## config.mk

```make
export PLATFORM = sky130hd
export DESIGN_NAME = uart_frame_ctrl
export DESIGN_NICKNAME = d
export VERILOG_FILES = /design/src/rtl/uart_frame_ctrl.sv
export SDC_FILE = /design/constraint.sdc
export NUM_CORES = 1
export LEC_CHECK = 0
export CAP_MARGIN = 20
export CORE_UTILIZATION = 50
export DETAILED_ROUTE_END_ITERATION = 10
export PLACE_DENSITY = 0.67
export SYNTH_ARGS = -nofsm -noshare
export SYNTH_HDL_FRONTEND = slang
export SYNTH_SLANG_ARGS = --single-unit
```

## constraint.sdc

```tcl
create_clock -name clk -period 2.2 [get_ports clk]
set_input_delay 0.22 -clock clk [delete_from_list [all_inputs] [get_ports clk]]
set_output_delay 0.22 -clock clk [all_outputs]
set_load 0.01 [all_outputs]
```

## src/rtl/uart_frame_ctrl.sv

```systemverilog
// Full-duplex UART with independent RX/TX FSMs, mid-bit RX sampling and framing check.
// Optional parity bit on both directions when UART_PARITY_EN is defined.
`timescale 1ns/1ps
module uart_frame_ctrl #(
  parameter int unsigned CLOCK_FREQ_HZ = 12000000,
  parameter int unsigned BAUD_RATE     = 9600,
  parameter int unsigned DATA_BITS     = 8,
  parameter int unsigned STOP_BITS     = 1,
  parameter int unsigned PARITY_ODD    = 0
) (
  input  logic                 clk,
  input  logic                 rst,
  input  logic                 rx,
  output logic                 tx,
  input  logic                 send,
  input  logic [DATA_BITS-1:0] tx_data,
  output logic                 busy,
  output logic                 valid,
  output logic [DATA_BITS-1:0] rx_data,
  output logic                 frame_err,
  output logic                 parity_err
);

  localparam int unsigned CLKS_PER_BIT = CLOCK_FREQ_HZ / BAUD_RATE;
  localparam int unsigned CNT_W        = (CLKS_PER_BIT > 1) ? $clog2(CLKS_PER_BIT) : 1;
  localparam int unsigned HALF_BIT     = (CLKS_PER_BIT / 2 > 0) ? CLKS_PER_BIT / 2 : 1;
  localparam int unsigned BIT_W        = $clog2(DATA_BITS);

  localparam logic [CNT_W-1:0] CNT_LAST  = CNT_W'(CLKS_PER_BIT - 1);
  localparam logic [CNT_W-1:0] CNT_HALF  = CNT_W'(HALF_BIT - 1);
  localparam logic [BIT_W-1:0] BIT_LAST  = BIT_W'(DATA_BITS - 1);
  localparam logic [BIT_W-1:0] STOP_LAST = BIT_W'(STOP_BITS - 1);
  localparam logic             PAR_SENSE = 1'(PARITY_ODD);

`ifdef UART_PARITY_EN
  localparam logic PAR_EN = 1'b1;
`else
  localparam logic PAR_EN = 1'b0;
`endif

  typedef enum logic [2:0] {
    ST_IDLE, ST_START, ST_DATA, ST_PARITY, ST_STOP
  } state_t;

  // RX state
  logic [1:0]           rx_sync_q, rx_sync_d;
  state_t               rx_state_q, rx_state_d;
  logic [CNT_W-1:0]     rx_cnt_q, rx_cnt_d;
  logic [BIT_W-1:0]     rx_bit_q, rx_bit_d;
  logic [DATA_BITS-1:0] rx_shift_q, rx_shift_d;
  logic                 rx_par_q, rx_par_d;
  logic                 rx_hold_q, rx_hold_d;
  logic                 valid_q, valid_d;
  logic [DATA_BITS-1:0] rx_data_q, rx_data_d;
  logic                 frame_err_q, frame_err_d;
  logic                 parity_err_q, parity_err_d;

  // TX state
  state_t               tx_state_q, tx_state_d;
  logic [CNT_W-1:0]     tx_cnt_q, tx_cnt_d;
  logic [BIT_W-1:0]     tx_bit_q, tx_bit_d;
  logic [DATA_BITS-1:0] tx_shift_q, tx_shift_d;
  logic                 tx_par_q, tx_par_d;
  logic                 tx_q, tx_d;
  logic                 busy_q, busy_d;

  logic rx_s;
  assign rx_s = rx_sync_q[1];

  always_ff @(posedge clk or posedge rst) begin
    if (rst) begin
      rx_sync_q    <= 2'b11;
      rx_state_q   <= ST_IDLE;
      rx_cnt_q     <= '0;
      rx_bit_q     <= '0;
      rx_shift_q   <= '0;
      rx_par_q     <= 1'b0;
      rx_hold_q    <= 1'b0;
      valid_q      <= 1'b0;
      rx_data_q    <= '0;
      frame_err_q  <= 1'b0;
      parity_err_q <= 1'b0;
      tx_state_q   <= ST_IDLE;
      tx_cnt_q     <= '0;
      tx_bit_q     <= '0;
      tx_shift_q   <= '0;
      tx_par_q     <= 1'b0;
      tx_q         <= 1'b1;
      busy_q       <= 1'b0;
    end else begin
      rx_sync_q    <= rx_sync_d;
      rx_state_q   <= rx_state_d;
      rx_cnt_q     <= rx_cnt_d;
      rx_bit_q     <= rx_bit_d;
      rx_shift_q   <= rx_shift_d;
      rx_par_q     <= rx_par_d;
      rx_hold_q    <= rx_hold_d;
      valid_q      <= valid_d;
      rx_data_q    <= rx_data_d;
      frame_err_q  <= frame_err_d;
      parity_err_q <= parity_err_d;
      tx_state_q   <= tx_state_d;
      tx_cnt_q     <= tx_cnt_d;
      tx_bit_q     <= tx_bit_d;
      tx_shift_q   <= tx_shift_d;
      tx_par_q     <= tx_par_d;
      tx_q         <= tx_d;
      busy_q       <= busy_d;
    end
  end

  // RX: synchronise, detect start, sample each bit near its centre
  always_comb begin
    rx_sync_d    = {rx_sync_q[0], rx};
    rx_state_d   = rx_state_q;
    rx_cnt_d     = rx_cnt_q + CNT_W'(1);
    rx_bit_d     = rx_bit_q;
    rx_shift_d   = rx_shift_q;
    rx_par_d     = rx_par_q;
    rx_hold_d    = rx_hold_q;
    valid_d      = 1'b0;
    rx_data_d    = rx_data_q;
    frame_err_d  = frame_err_q;
    parity_err_d = parity_err_q;

    case (rx_state_q)
      ST_IDLE: begin
        rx_cnt_d = '0;
        // After a low stop bit the line must go high before a new start counts
        if (rx_hold_q) begin
          if (rx_s) rx_hold_d = 1'b0;
        end else if (!rx_s) begin
          rx_state_d = ST_START;
        end
      end
      ST_START: begin
        if (rx_cnt_q == CNT_HALF) begin
          rx_cnt_d = '0;
          rx_bit_d = '0;
          rx_state_d = rx_s ? ST_IDLE : ST_DATA;
        end
      end
      ST_DATA: begin
        if (rx_cnt_q == CNT_LAST) begin
          rx_cnt_d   = '0;
          rx_shift_d = {rx_s, rx_shift_q[DATA_BITS-1:1]};
          if (rx_bit_q == BIT_LAST) begin
            rx_state_d = PAR_EN ? ST_PARITY : ST_STOP;
          end else begin
            rx_bit_d = rx_bit_q + BIT_W'(1);
          end
        end
      end
      ST_PARITY: begin
        if (rx_cnt_q == CNT_LAST) begin
          rx_cnt_d   = '0;
          rx_par_d   = rx_s;
          rx_state_d = ST_STOP;
        end
      end
      ST_STOP: begin
        if (rx_cnt_q == CNT_LAST) begin
          rx_cnt_d     = '0;
          valid_d      = 1'b1;
          rx_data_d    = rx_shift_q;
          frame_err_d  = ~rx_s;
          parity_err_d = PAR_EN & ((^rx_shift_q ^ PAR_SENSE) != rx_par_q);
          rx_hold_d    = ~rx_s;
          rx_state_d   = ST_IDLE;
        end
      end
      default: rx_state_d = ST_IDLE;
    endcase
  end

  // TX: each bit value is registered at the start of its CLKS_PER_BIT window
  always_comb begin
    tx_state_d = tx_state_q;
    tx_cnt_d   = tx_cnt_q + CNT_W'(1);
    tx_bit_d   = tx_bit_q;
    tx_shift_d = tx_shift_q;
    tx_par_d   = tx_par_q;
    tx_d       = tx_q;
    busy_d     = busy_q;

    case (tx_state_q)
      ST_IDLE: begin
        tx_cnt_d = '0;
        if (send) begin
          tx_shift_d = tx_data;
          tx_par_d   = ^tx_data ^ PAR_SENSE;
          busy_d     = 1'b1;
          tx_d       = 1'b0;
          tx_state_d = ST_START;
        end
      end
      ST_START: begin
        if (tx_cnt_q == CNT_LAST) begin
          tx_cnt_d   = '0;
          tx_bit_d   = '0;
          tx_d       = tx_shift_q[0];
          tx_state_d = ST_DATA;
        end
      end
      ST_DATA: begin
        if (tx_cnt_q == CNT_LAST) begin
          tx_cnt_d = '0;
          if (tx_bit_q == BIT_LAST) begin
            tx_bit_d = '0;
            if (PAR_EN) begin
              tx_d       = tx_par_q;
              tx_state_d = ST_PARITY;
            end else begin
              tx_d       = 1'b1;
              tx_state_d = ST_STOP;
            end
          end else begin
            tx_shift_d = {1'b0, tx_shift_q[DATA_BITS-1:1]};
            tx_d       = tx_shift_q[1];
            tx_bit_d   = tx_bit_q + BIT_W'(1);
          end
        end
      end
      ST_PARITY: begin
        if (tx_cnt_q == CNT_LAST) begin
          tx_cnt_d   = '0;
          tx_bit_d   = '0;
          tx_d       = 1'b1;
          tx_state_d = ST_STOP;
        end
      end
      ST_STOP: begin
        if (tx_cnt_q == CNT_LAST) begin
          tx_cnt_d = '0;
          tx_d     = 1'b1;
          if (tx_bit_q == STOP_LAST) begin
            busy_d     = 1'b0;
            tx_state_d = ST_IDLE;
          end else begin
            tx_bit_d = tx_bit_q + BIT_W'(1);
          end
        end
      end
      default: tx_state_d = ST_IDLE;
    endcase
  end

  assign tx         = tx_q;
  assign busy       = busy_q;
  assign valid      = valid_q;
  assign rx_data    = rx_data_q;
  assign frame_err  = frame_err_q;
  assign parity_err = parity_err_q;

endmodule

```

==> summary by stage, run 1 <==
STA
The max-slew violation total from the final report is 0. On the final layout, the worst clock skew is 0.00913 ns. Dividing the final minimum period by the clock period gives 88.9%. Setup violations remaining at the end of the flow were counted as 0. For this run, the top clock speed supported by timing is 0.511 GHz. The minimum clock period is 1.96 ns.

Setup repair after global routing left no endpoint under its margin. The number of hold-slack violations in the final timing report was 0. In the post-route analysis, the smallest setup slack over all paths is 0.244 ns.

The summed negative setup slack over all endpoints is 0 ns.

Route
The final layout contains routed wiring with a total length of 5560 um. The post-route DRC violation count is 0. Dividing the detail-routed via count by the number of cells gives 5.35. Across all layers, the routed design uses 2171 vias. In this run the remaining antenna-violating nets after routing total 0. The initial detailed-routing violation count is 80. Dividing the detail-routed wire length by the instance count gives 13.7 um.

Before antenna repair, the detailed router went through 4 iterations.

Clocking
The cell at the root of the clock tree is clkbuf_8. Clock-pin slew was measured on the worst setup and hold paths at 0.07 ns. CTS built an H-tree with a depth of 3.

The clock passes through at most 2 buffers. The later pin in the worst-skew pair is clocked with a latency of 0.34 ns. The CTS sink count is 65. Buffers added to address setup during post-CTS repair amount to 0. TritonCTS built the clock tree.

TritonCTS created 9 clock buffers.

Critical path
At the worst endpoint, the required time is 2.42 ns. The data arrival time at the worst-slack endpoint is 2.18 ns. The maximum net fanout on the critical path is 9.

The kind of start point of the critical path is a flop. The critical path is of the flop to flop type. The endpoint class of the critical path is a flop.

Global route
The number of global-route vias before repair was 2187. The global-route wire length before repair is 9380 um. The overall overflow remaining after global route is 0. The aggregate global-route resource usage is 19.0%. The pin count of the biggest net entering global routing is 29. The number of antenna violations at the first check in global routing is 0.

Synthesis
In the synthesized netlist the dominant register cell turns out to be dfrtp_1. The biggest area consumer among synthesized cells is dfrtp_1. The synthesized net count is 313.

The synthesized design contains 65 register bits. After synthesis, the share of flip-flops with an asynchronous set or reset is 100%. Counting flops with a built-in enable in the synthesized netlist gives 0.

The most used standard cell by instance count after synthesis is dfrtp_1. Sequential elements use 51.7% of the synthesized area. The commonest cells after synthesis are dfrtp_1, nand2_1, nor2_1. In this run the cell area of the synthesized design comes to 3150 um^2.

The mean post-synth cell area is 10.8 um^2. Yosys attributes the largest share of cell area to dfrtp_1, mux2_2, nand2_1, ha_1, nor2_1. In this run the biggest area consumer among cell types represents 49.2% of the synthesized area. The total number of yosys warnings is 0. Counting every instance in the synthesized netlist gives 291.

The number of distinct library cells after synthesis is 51.

Floorplanning
The initial core utilization is 52.7%. The die is 81.4 um tall. The floorplan step defined a core boundary enclosing 5990 um^2. The placement row count is 28. The die footprint is 6630 um^2. In this run the horizontal extent of the chip is 81.4 um. In this run the count of I/O pins placed on the die edge is 25.

Cells and area
The total inserted antenna cells is 0. The post-layout net count is 348. The area of all placed cells without fillers is 3740 um^2. At the end of the flow the core is filled with cells to 62.4%. Of the cells placed in the final design, the portion with a size suffix greater than 1 is 18.1%. The area growth from synthesis to layout is 18.5%.

Placement
OpenSTA, run right after detailed placement, puts the worst setup slack at 0.129 ns. At the end of routability-driven placement, the weighted congestion stood at 0.801. The wire-length estimate of the detail-placed layout is 4090 um. Summing all placed instances gives a cell area of 3530 um^2. The number of buffer cells added on primary ports is 23.

Power
In this run the static leakage power is 1.72 nW. The power per cell area is 616 nW/um^2. The worst IR drop on VDD is 0.404 mV.

Run status
The run finished with clean final reports.

Hold path
The type of the most critical hold path is input port to asynchronous set/reset pin.

Flow run
The count of maximum capacitance violations is 0.
==> cell families (layout without fill, tap and decap cells) <==
| logic type | count (synthesis) | after routing | share of synthesized area, % |
|---|---|---|---|
| and+or+nand+nor | 111 | 111 | 18.4 |
| DFF | 65 | 65 | 51.7 |
| AOI/OAI and AO/OA | 34 | 34 | 7.78 |
| muxes | 26 | 26 | 9.12 |
| buffers and inverters | 25 | 65 | 3.65 |
| xor gates and xnor gates | 18 | 18 | 5.00 |
| adders and majority gates | 11 | 11 | 4.28 |
| other | 1 | 1 | 0.119 |
==> stage by stage <==
| stage | hold WS (ns) | power [W] | instances |
|---|---|---|---|
| after detailed placement | 0.347 | 0.00130 | 390 |
| after CTS | 0.211 | 0.00233 | 406 |
| after global placement | 0.345 | 0.00130 | 390 |
| after floorplan | 0.224 | 0.00126 | 291 |
| final | 0.203 | 0.00230 | 406 |
| after global routing | 0.248 | 0.00238 | 406 |
==> power breakdown <==
part / internal [W] / total, W / switching, W
logic: 0.0000325 / 0.0000638 / 0.0000313
registers: 0.00120 / 0.00121 / 0.00000506
clock network: 0.000555 / 0.00103 / 0.000473
total: 0.00179 / 0.00230 / 0.000509
==> layout by cell type (no fill, tap or decap), types with 2 or more instances in the layout <==
cell             count
dfrtp_1             62
nand2_1             35
nor2_1              29
clkdlybuf4s50_1     23
mux2_2              20
inv_1               14
xor2_1              12
o21ai_0             11
ha_1                10
clkbuf_8            10
buf_4                9
nand3_1              8
and3_1               6
a21oi_1              6
nand4_1              6
xnor2_1              6
and4_1               4
mux2i_1              4
nor4bb_1             3
nor3b_1              3
nor3_1               3
o22ai_1              3
a22o_1               3
clkinvlp_4           3
dfstp_2              3
mux2_1               2
nand2b_1             2
nor4b_2              2
o41ai_1              2
buf_12               2
==> area by class of cell <==
class                      count  area [um^2]
multi-input combinational    201         1420
fill                         494         2250
tap                           75         93.8
sequential                    65         1630
clock buffer                  10          138
clock inverter                 6         66.3
timing repair buffer          34          338
inverter                      15         56.3
==> sequential cells by signal (all words and copies together) (netlist names) <==
signal / cells
rx_sync_q: 2
tx_shift_q: 8
tx_state_q: 3
tx_cnt_q: 11
valid: 1
tx_bit_q: 3
tx: 1
rx_hold_q: 1
frame_err: 1
rx_data: 8
rx_state_q: 3
rx_shift_q: 8
rx_bit_q: 3
rx_cnt_q: 11
busy: 1
==> worst max-delay path: stages (launching register included) <==
cell,delay [ns]
dfrtp_1,0.43
or3b_4,0.42
or4_4,0.63
mux2_1,0.35
==> final timing paths <==
path	from	end	slack (ns)	cells past startpoint
min in group clk	rx	rx_sync_q[0]$_DFF_PP1_	0.28	1
worst min register to register	rx_sync_q[0]$_DFF_PP1_	rx_sync_q[1]$_DFF_PP1_	0.36	0
worst max-delay path	rx_state_q[1]$_DFFE_PP0P_	rx_shift_q[0]$_DFFE_PP0P_	0.24	3
max in group asynchronous	rst	rx_sync_q[1]$_DFF_PP1_	1.42	3
worst min-delay path	rst	rx_bit_q[1]$_DFFE_PP0P_	0.20	2
worst max register to register	rx_state_q[1]$_DFFE_PP0P_	rx_shift_q[0]$_DFFE_PP0P_	0.24	3
==> layer usage <==
layer / track usage, % / wire [um] / share of wire (%) / vias up
met5: 0 / 0 / 0 / -
met1: 22.1 / 2460 / 44 / 1052
met4: 9.82 / 117 / 2.1 / 0
li1: - / - / - / 1074
met3: 4.11 / 154 / 2.8 / 11
met2: 32.8 / 2830 / 51 / 34
==> timing repair <==
item / 4_1_cts / 5_1_grt
endpoints found under the setup margin: 0 / 6
hold buffers: 0 / 0
resized for setup: 0 / 1
No activity file was read; power rests on OpenSTA's default activity.
==> run 2: changes to the inputs <==
PLACE_DENSITY = 0.66   (was 0.67)
==> summary by stage, run 2 (synthesis gave the netlist of run 1 again) <==
Critical path
The data arrival time at the worst-slack endpoint is 2.22 ns (+0.04 ns). The worst setup path is captured at a flop. The slowest cell on the critical path is or4_4. The largest incremental delay on the critical path is 0.63 ns (about the same). The number of cells on the worst reg-to-reg path is 3 (unchanged). The worst setup path is of the flop to flop kind. The minimum setup slack among reg-to-reg paths came to 0.22 ns (-0.03 ns).

The maximum net fanout on the critical path was 9 (unchanged). STA classifies the critical path startpoint as a flop. The required time reported for the critical path endpoint is 2.43 ns (about the same). The source of the worst register-to-register timing path is rx_state_q[2]$_DFFE_PP0P_. Walking the worst path, the cells encountered are or3b_4 -> or4_4 -> mux2_1. The worst register-to-register path ends at rx_shift_q[0]$_DFFE_PP0P_.

Route
The sum of met2 wire segment lengths after detailed routing is 2740 um (-3.3%). The length of the first detailed-routing pass in iterations came to 4 (unchanged). The routed length on met1 is 2640 um (+7.7%).

The routed length per placed instance is 13.9 um (+1.1%). The count of antenna-violating nets left after detailed routing is 0 (unchanged). The met3 routed wirelength is 132 um (-14%).

The total via count in the routed design came to 2145 (-1.2%). The wire length reported by the detailed router came to 5610 um (+0.90%). The post-route DRC violation count is 0 (unchanged). Routed signal wires occupy layers up through met4.

The initial detailed-routing violation count is 75 (-6.3%). The ratio of routed vias to standard cells is 5.30 (-0.95%).

Power
The switching power of the nets is 0.000547 W (+7.4%). The proportion of power drawn by flip-flops and latches is 54.9% (+2.3 points). The part of the power in combinational logic is 3.0% (+0.2 points). The power per cell area was 596 nW/um^2 (-3.3%). The static power due to leakage was 1.71 nW (-0.53%). The clock network fraction of total power is 42.2% (-2.5 points).

The worst IR drop on VDD is 0.498 mV (+23%). The internal power is 0.00166 W (-7.6%). The switching power as a share of total power is 24.8% (+2.7 points).

Global route
The number of global-route vias before repair is 2105 (-3.7%). The number of antenna violations at the first check in global routing was 0 (unchanged). The aggregate global-route resource usage was 19.1% (+0.082 points). The global-route wire length before repair is 9430 um (+0.51%). The pin count of the biggest net entering global routing is 22 (-24%). The overall overflow remaining after global route is 0 (unchanged).

STA
The max-slew violation total from the final report is 0 (unchanged). The summed negative setup slack over all endpoints is 0 ns (unchanged). The number of hold-slack violations in the final timing report was 0 (unchanged). The worst clock skew on the final layout is 0.00828 ns (-0.000847 ns).

The minimum clock period was 1.98 ns (+0.0289 ns). The tightest hold margin is 0.187 ns (-0.0163 ns). The upper clock frequency limit is 0.504 GHz (-1.5%). The share of the clock period used by the worst path is 90.2% (+1.3 points).

The number of endpoints failing setup at the final stage is 0 (unchanged). Setup repair after global routing left no endpoint under its margin. The smallest setup slack after layout is 0.215 ns (-0.0289 ns).

Placement
The post-place setup slack was 0.103 ns (-0.0257 ns). The number of buffer cells added on primary ports is 23 (unchanged). The final estimated routing congestion in global placement is 0.726 (-9.3%). The half-perimeter wire length after placement is 4020 um (-1.7%).

Cells and area
In the layout the commonest cells are dfrtp_1, nand2_1, nor2_1. The largest registers in the layout are rx_cnt_q x11, tx_cnt_q x11. Compared with the post-synthesis result, the final layout area differs by 17.2%. The library cell used most frequently in the layout, excluding fill and tap cells, is dfrtp_1.

The total inserted antenna cells is 0 (unchanged). The fraction of layout instances using a drive strength above 1 is 17.6% (-0.55 points). The post-layout net count is 347 (-0.29%).

Hold path
The type of the most critical hold path is input port to asynchronous set/reset pin.

Clocking
The CTS tree is built. The clock tree buffer depth is 2 (unchanged). The worst-skew pair later-pin latency is 0.34 ns (about the same). In this run the clock root is driven by a clkbuf_8. The maximum level of the CTS H-tree is 3 (unchanged). The quantity of gates resized following cts is 0 (unchanged). The number of CTS-inserted buffers is 9 (unchanged). The CTS sink count is 65 (unchanged).

The clock input transition at the sequential cells of the worst setup and hold paths was 0.08 ns (about the same).

Floorplanning
The count of boundary I/O pins came to 25 (unchanged). The initial core utilization is 52.7% (unchanged). The width of the chip came to 81.4 um (unchanged). The die height is 81.4 um (unchanged). The core footprint is 5990 um^2 (unchanged). The die footprint was 6630 um^2 (unchanged). The placement row count is 28 (unchanged).

Run status
The run finished with clean final reports.

Flow run
The count of maximum capacitance violations is 0 (unchanged).
==> run 2: cell count changes in the layout (fill, tap and decap cells not counted), sizes merged <==
cell      delta
inv          +1
bufinv       -1
buf          -1
clkinvlp     -3
clkbuf       -1
clkinv       +4
==> run 2: layer usage <==
layer  vias to the layer above  GRT usage, %
met3                        10          4.11
li1                       1076             -
met4                         0          8.93
met2                        28          31.5
met5                         -             0
met1                      1031          23.9
==> run 2: stage by stage <==
stage / std cells / power, W / cell area (um^2) / utilization (%)
after floorplan: 291 / 0.00126 / 3150 / -
after global placement: 388 / 0.00130 / 3500 / 58.4
after detailed placement: 388 / 0.00130 / 3500 / 58.4
after CTS: 404 / 0.00223 / 3680 / 61.4
after global routing: 405 / 0.00229 / 3700 / 61.7
final: 405 / 0.00220 / 3700 / 61.7
==> run 2: critical path, delay by kind of cell (launching register included) <==
kind             cells  cell delay (ns)
AND/OR/NAND/NOR      2             1.07
multiplexers         1             0.33
flip-flops           1             0.47
==> run 2: final cells by class <==
| class | count | area, um^2 |
|---|---|---|
| fill | 507 | 2290 |
| sequential | 65 | 1630 |
| multi-input combinational | 201 | 1410 |
| timing repair buffer | 33 | 330 |
| clock buffer | 9 | 124 |
| tap | 75 | 93.8 |
| inverter | 15 | 56.3 |
| clock inverter | 7 | 53.8 |
==> run 2: how the worst max path moves through the flow <==
stage | to | depth (start not counted) | slack [ns] | from
after detailed placement | tx_shift_q[5]$_DFFE_PP0P_ | 6 | 0.10 | tx_cnt_q[1]$_DFF_PP0_
after global placement | tx_shift_q[3]$_DFFE_PP0P_ | 6 | 0.15 | tx_cnt_q[1]$_DFF_PP0_
after global routing | tx_bit_q[0]$_DFFE_PP0P_ | 7 | 0.02 | tx_cnt_q[1]$_DFF_PP0_
after CTS | tx_shift_q[5]$_DFFE_PP0P_ | 6 | 0.08 | tx_cnt_q[1]$_DFF_PP0_
after floorplan | tx_shift_q[0]$_DFFE_PP0P_ | 6 | 0.17 | tx_cnt_q[1]$_DFF_PP0_
final | rx_shift_q[0]$_DFFE_PP0P_ | 3 | 0.22 | rx_state_q[2]$_DFFE_PP0P_
==> run 2: power by group through the flow <==
stage	sequential [W]	clock [W]	combinational [W]
2_1_floorplan	0.00123	0	0.0000319
3_3_place_gp	0.00123	0	0.0000671
3_5_place_dp	0.00123	0	0.0000683
4_1_cts	0.00121	0.000954	0.0000683
5_1_grt	0.00121	0.00101	0.0000750
6_report	0.00121	0.000929	0.0000650
==> run 2: repair_timing <==
| item | in CTS | in global routing |
|---|---|---|
| hold endpoints to repair | 0 | 0 |
| hold buffers | 0 | 0 |
| buffers inserted | 0 | 1 |
| endpoints found under the setup margin | 0 | 6 |
==> run 3: changes to the inputs <==
CAP_MARGIN = 10   (was 20)
CTS_CLUSTER_SIZE = 40   (was not set)
DONT_BUFFER_PORTS = 1   (was not set)
PLACE_DENSITY = 0.61   (was 0.66)
==> summary by stage, run 3 (synthesis gave the netlist of run 1 again) <==
Cells and area
In the layout the commonest cells are dfrtp_1, nand2_1, nor2_1. The most common library cell in the layout ignoring fill and taps is dfrtp_1. In the final layout, the registers with the most flip-flops are rx_cnt_q x11, tx_cnt_q x11. The post-layout net count was 326 (-6.1%). The total inserted antenna cells was 0 (unchanged).

Relative to the synthesized area, the layout overhead comes to 10.7%. The fraction of layout instances using a drive strength above 1 is 18.8% (+1.2 points). The final core area utilization was 58.3% (-3.4 points).

Power
The power per cell area is 620 nW/um^2 (+4.1%). The overall power of the completed layout is 0.00216 W (-1.7%). The worst IR drop on VDD is 0.438 mV (-12%). The internal power came to 0.00166 W (+0.38%). The switching power of the nets was 0.000503 W (-8.0%). The switching power as a share of total power came to 23.2% (-1.6 points). The clock network fraction of total power is 42.1% (about the same). The static power due to leakage is 1.63 nW (-4.6%). The part of the power in combinational logic is 2.1% (-0.9 points).

The proportion of power drawn by flip-flops and latches is 55.8% (+0.9 points).

Clocking
The CTS sink count came to 65 (unchanged). The maximum level of the CTS H-tree is 3 (unchanged). The clock input transition at the sequential cells of the worst setup and hold paths is 0.07 ns (about the same).

The tree is rooted in a clkbuf_8. The clock tree buffer depth is 2 (unchanged). The CTS tree is built. The worst-skew pair later-pin latency is 0.34 ns (about the same). The number of CTS-inserted buffers came to 9 (unchanged).

Global route
The number of antenna violations at the first check in global routing is 0 (unchanged). The number of global-route vias before repair is 2005 (-4.8%). The pin count of the biggest net entering global routing is 31 (+41%).

The global-route wire length before repair is 8840 um (-6.3%). The overall overflow remaining after global route is 0 (unchanged). The aggregate global-route resource usage is 17.9% (-1.2 points).

Flow run
The count of maximum capacitance violations is 0 (unchanged).

STA
The tightest hold margin is 0.0217 ns (-0.165 ns). The number of endpoints failing setup at the final stage is 0 (unchanged). The upper clock frequency limit is 0.475 GHz (-5.8%). The max-slew violation total from the final report was 0 (unchanged). The share of the clock period used by the worst path is 95.7% (+5.5 points). The summed negative setup slack over all endpoints was 0 ns (unchanged).

The number of hold-slack violations in the final timing report is 0 (unchanged). Setup repair after global routing left no endpoint under its margin. The worst clock skew on the final layout is 0.0111 ns (+0.00279 ns). The minimum clock period is 2.11 ns (+0.121 ns).

Floorplanning
The die height is 81.4 um (unchanged). The count of boundary I/O pins was 25 (unchanged). The initial core utilization is 52.7% (unchanged). The width of the chip came to 81.4 um (unchanged). The die footprint is 6630 um^2 (unchanged). The core footprint came to 5990 um^2 (unchanged).

The placement row count was 28 (unchanged).

Critical path
The path type of the worst setup path is flop to flop. The maximum net fanout on the critical path came to 8 (-1). The data arrival time at the worst-slack endpoint came to 2.33 ns (+0.11 ns).

The endpoint class of the critical path is a flop. The kind of start point of the critical path is a flop. The minimum setup slack among reg-to-reg paths is 0.09 ns (-0.12 ns). The required time reported for the critical path endpoint was 2.43 ns (about the same). The number of cells on the worst reg-to-reg path is 7 (+4).

Route
The post-route DRC violation count was 0 (unchanged). The total via count in the routed design came to 2093 (-2.4%). The initial detailed-routing violation count is 80 (+6.7%).

The ratio of routed vias to standard cells was 5.45 (+2.9%). The routed length per placed instance is 13.4 um (-3.2%). The wire length reported by the detailed router was 5150 um (-8.3%). The count of antenna-violating nets left after detailed routing is 0 (unchanged). The length of the first detailed-routing pass in iterations is 4 (unchanged).

Placement
The number of buffer cells added on primary ports was 0 (-100%). The half-perimeter wire length after placement is 3610 um (-10%). The final estimated routing congestion in global placement is 0.782 (+7.6%).

Run status
The run finished with clean final reports.

Hold path
The worst hold path was traced through 2 stages. The worst hold path belongs to the class input port to flop.
[run 3: cell count changes in the layout (fill, tap and decap cells not counted), sizes merged]
cell           previous run  this run
inv                      17        15
clkbuf                    9        10
dlygate4sd3               0         2
clkinvlp                  0         1
clkdlybuf4s50            23         0
[run 3: routing by layer]
layer	global-route usage, %	wire length, um	vias up
met5	0	0	-
met4	7.50	71	0
met3	5.56	250	8
met2	27.8	2350	53
met1	23.2	2480	997
li1	-	-	1035
[run 3: path summary, 6_finish.rpt]
check,startpoint,endpoint
worst max-delay path,tx_cnt_q[1]$_DFF_PP0_,tx_shift_q[6]$_DFFE_PP0P_
worst min-delay path,tx_data[7],tx_shift_q[7]$_DFFE_PP0P_
worst max register to register,tx_cnt_q[1]$_DFF_PP0_,tx_shift_q[6]$_DFFE_PP0P_
worst min register to register,rx_sync_q[0]$_DFF_PP1_,rx_sync_q[1]$_DFF_PP1_
max in group asynchronous,rst,tx$_DFFE_PP1P_
min in group asynchronous,rst,tx_shift_q[4]$_DFFE_PP0P_
[run 3: power groups by stage]
stage | clock, W | sequential, W | combinational, W
3_5_place_dp | 0 | 0.00123 | 0.0000445
2_1_floorplan | 0 | 0.00123 | 0.0000319
6_report | 0.000911 | 0.00121 | 0.0000447
5_1_grt | 0.000991 | 0.00121 | 0.0000527
3_3_place_gp | 0 | 0.00123 | 0.0000435
4_1_cts | 0.000941 | 0.00121 | 0.0000472
[run 3: layout make-up]
type                       instances  area (um^2)
fill                             524         2500
sequential                        65         1630
multi-input combinational        201         1410
clock buffer                      10          138
timing repair buffer              12          120
tap                               75         93.8
inverter                          15         56.3
clock inverter                     6         43.8
[run 3: per-stage QoR]
step                area (um^2)  std cells  worst slack (ns)
finish                     3490        384            0.0940
global route               3490        384            0.0242
CTS                        3470        383            0.0213
detailed placement         3270        365           -0.0181
global placement           3270        365            0.0771
floorplan                  3150        291             0.170
[run 3: repair_timing]
item	4_1_cts	5_1_grt
setup endpoints to repair	6	6
setup buffers	0	1
hold endpoints to repair	20	0
pin swaps	1	1
hold buffers	2	0
resized for setup	0	0
[run 3: worst max-delay path, stage by stage (launching register included)]
cell	delay, ns
dfrtp_1	0.41
inv_1	0.07
ha_1	0.14
nor4b_1	0.32
nand4_1	0.26
o31ai_4	0.31
buf_12	0.16
mux2_2	0.32
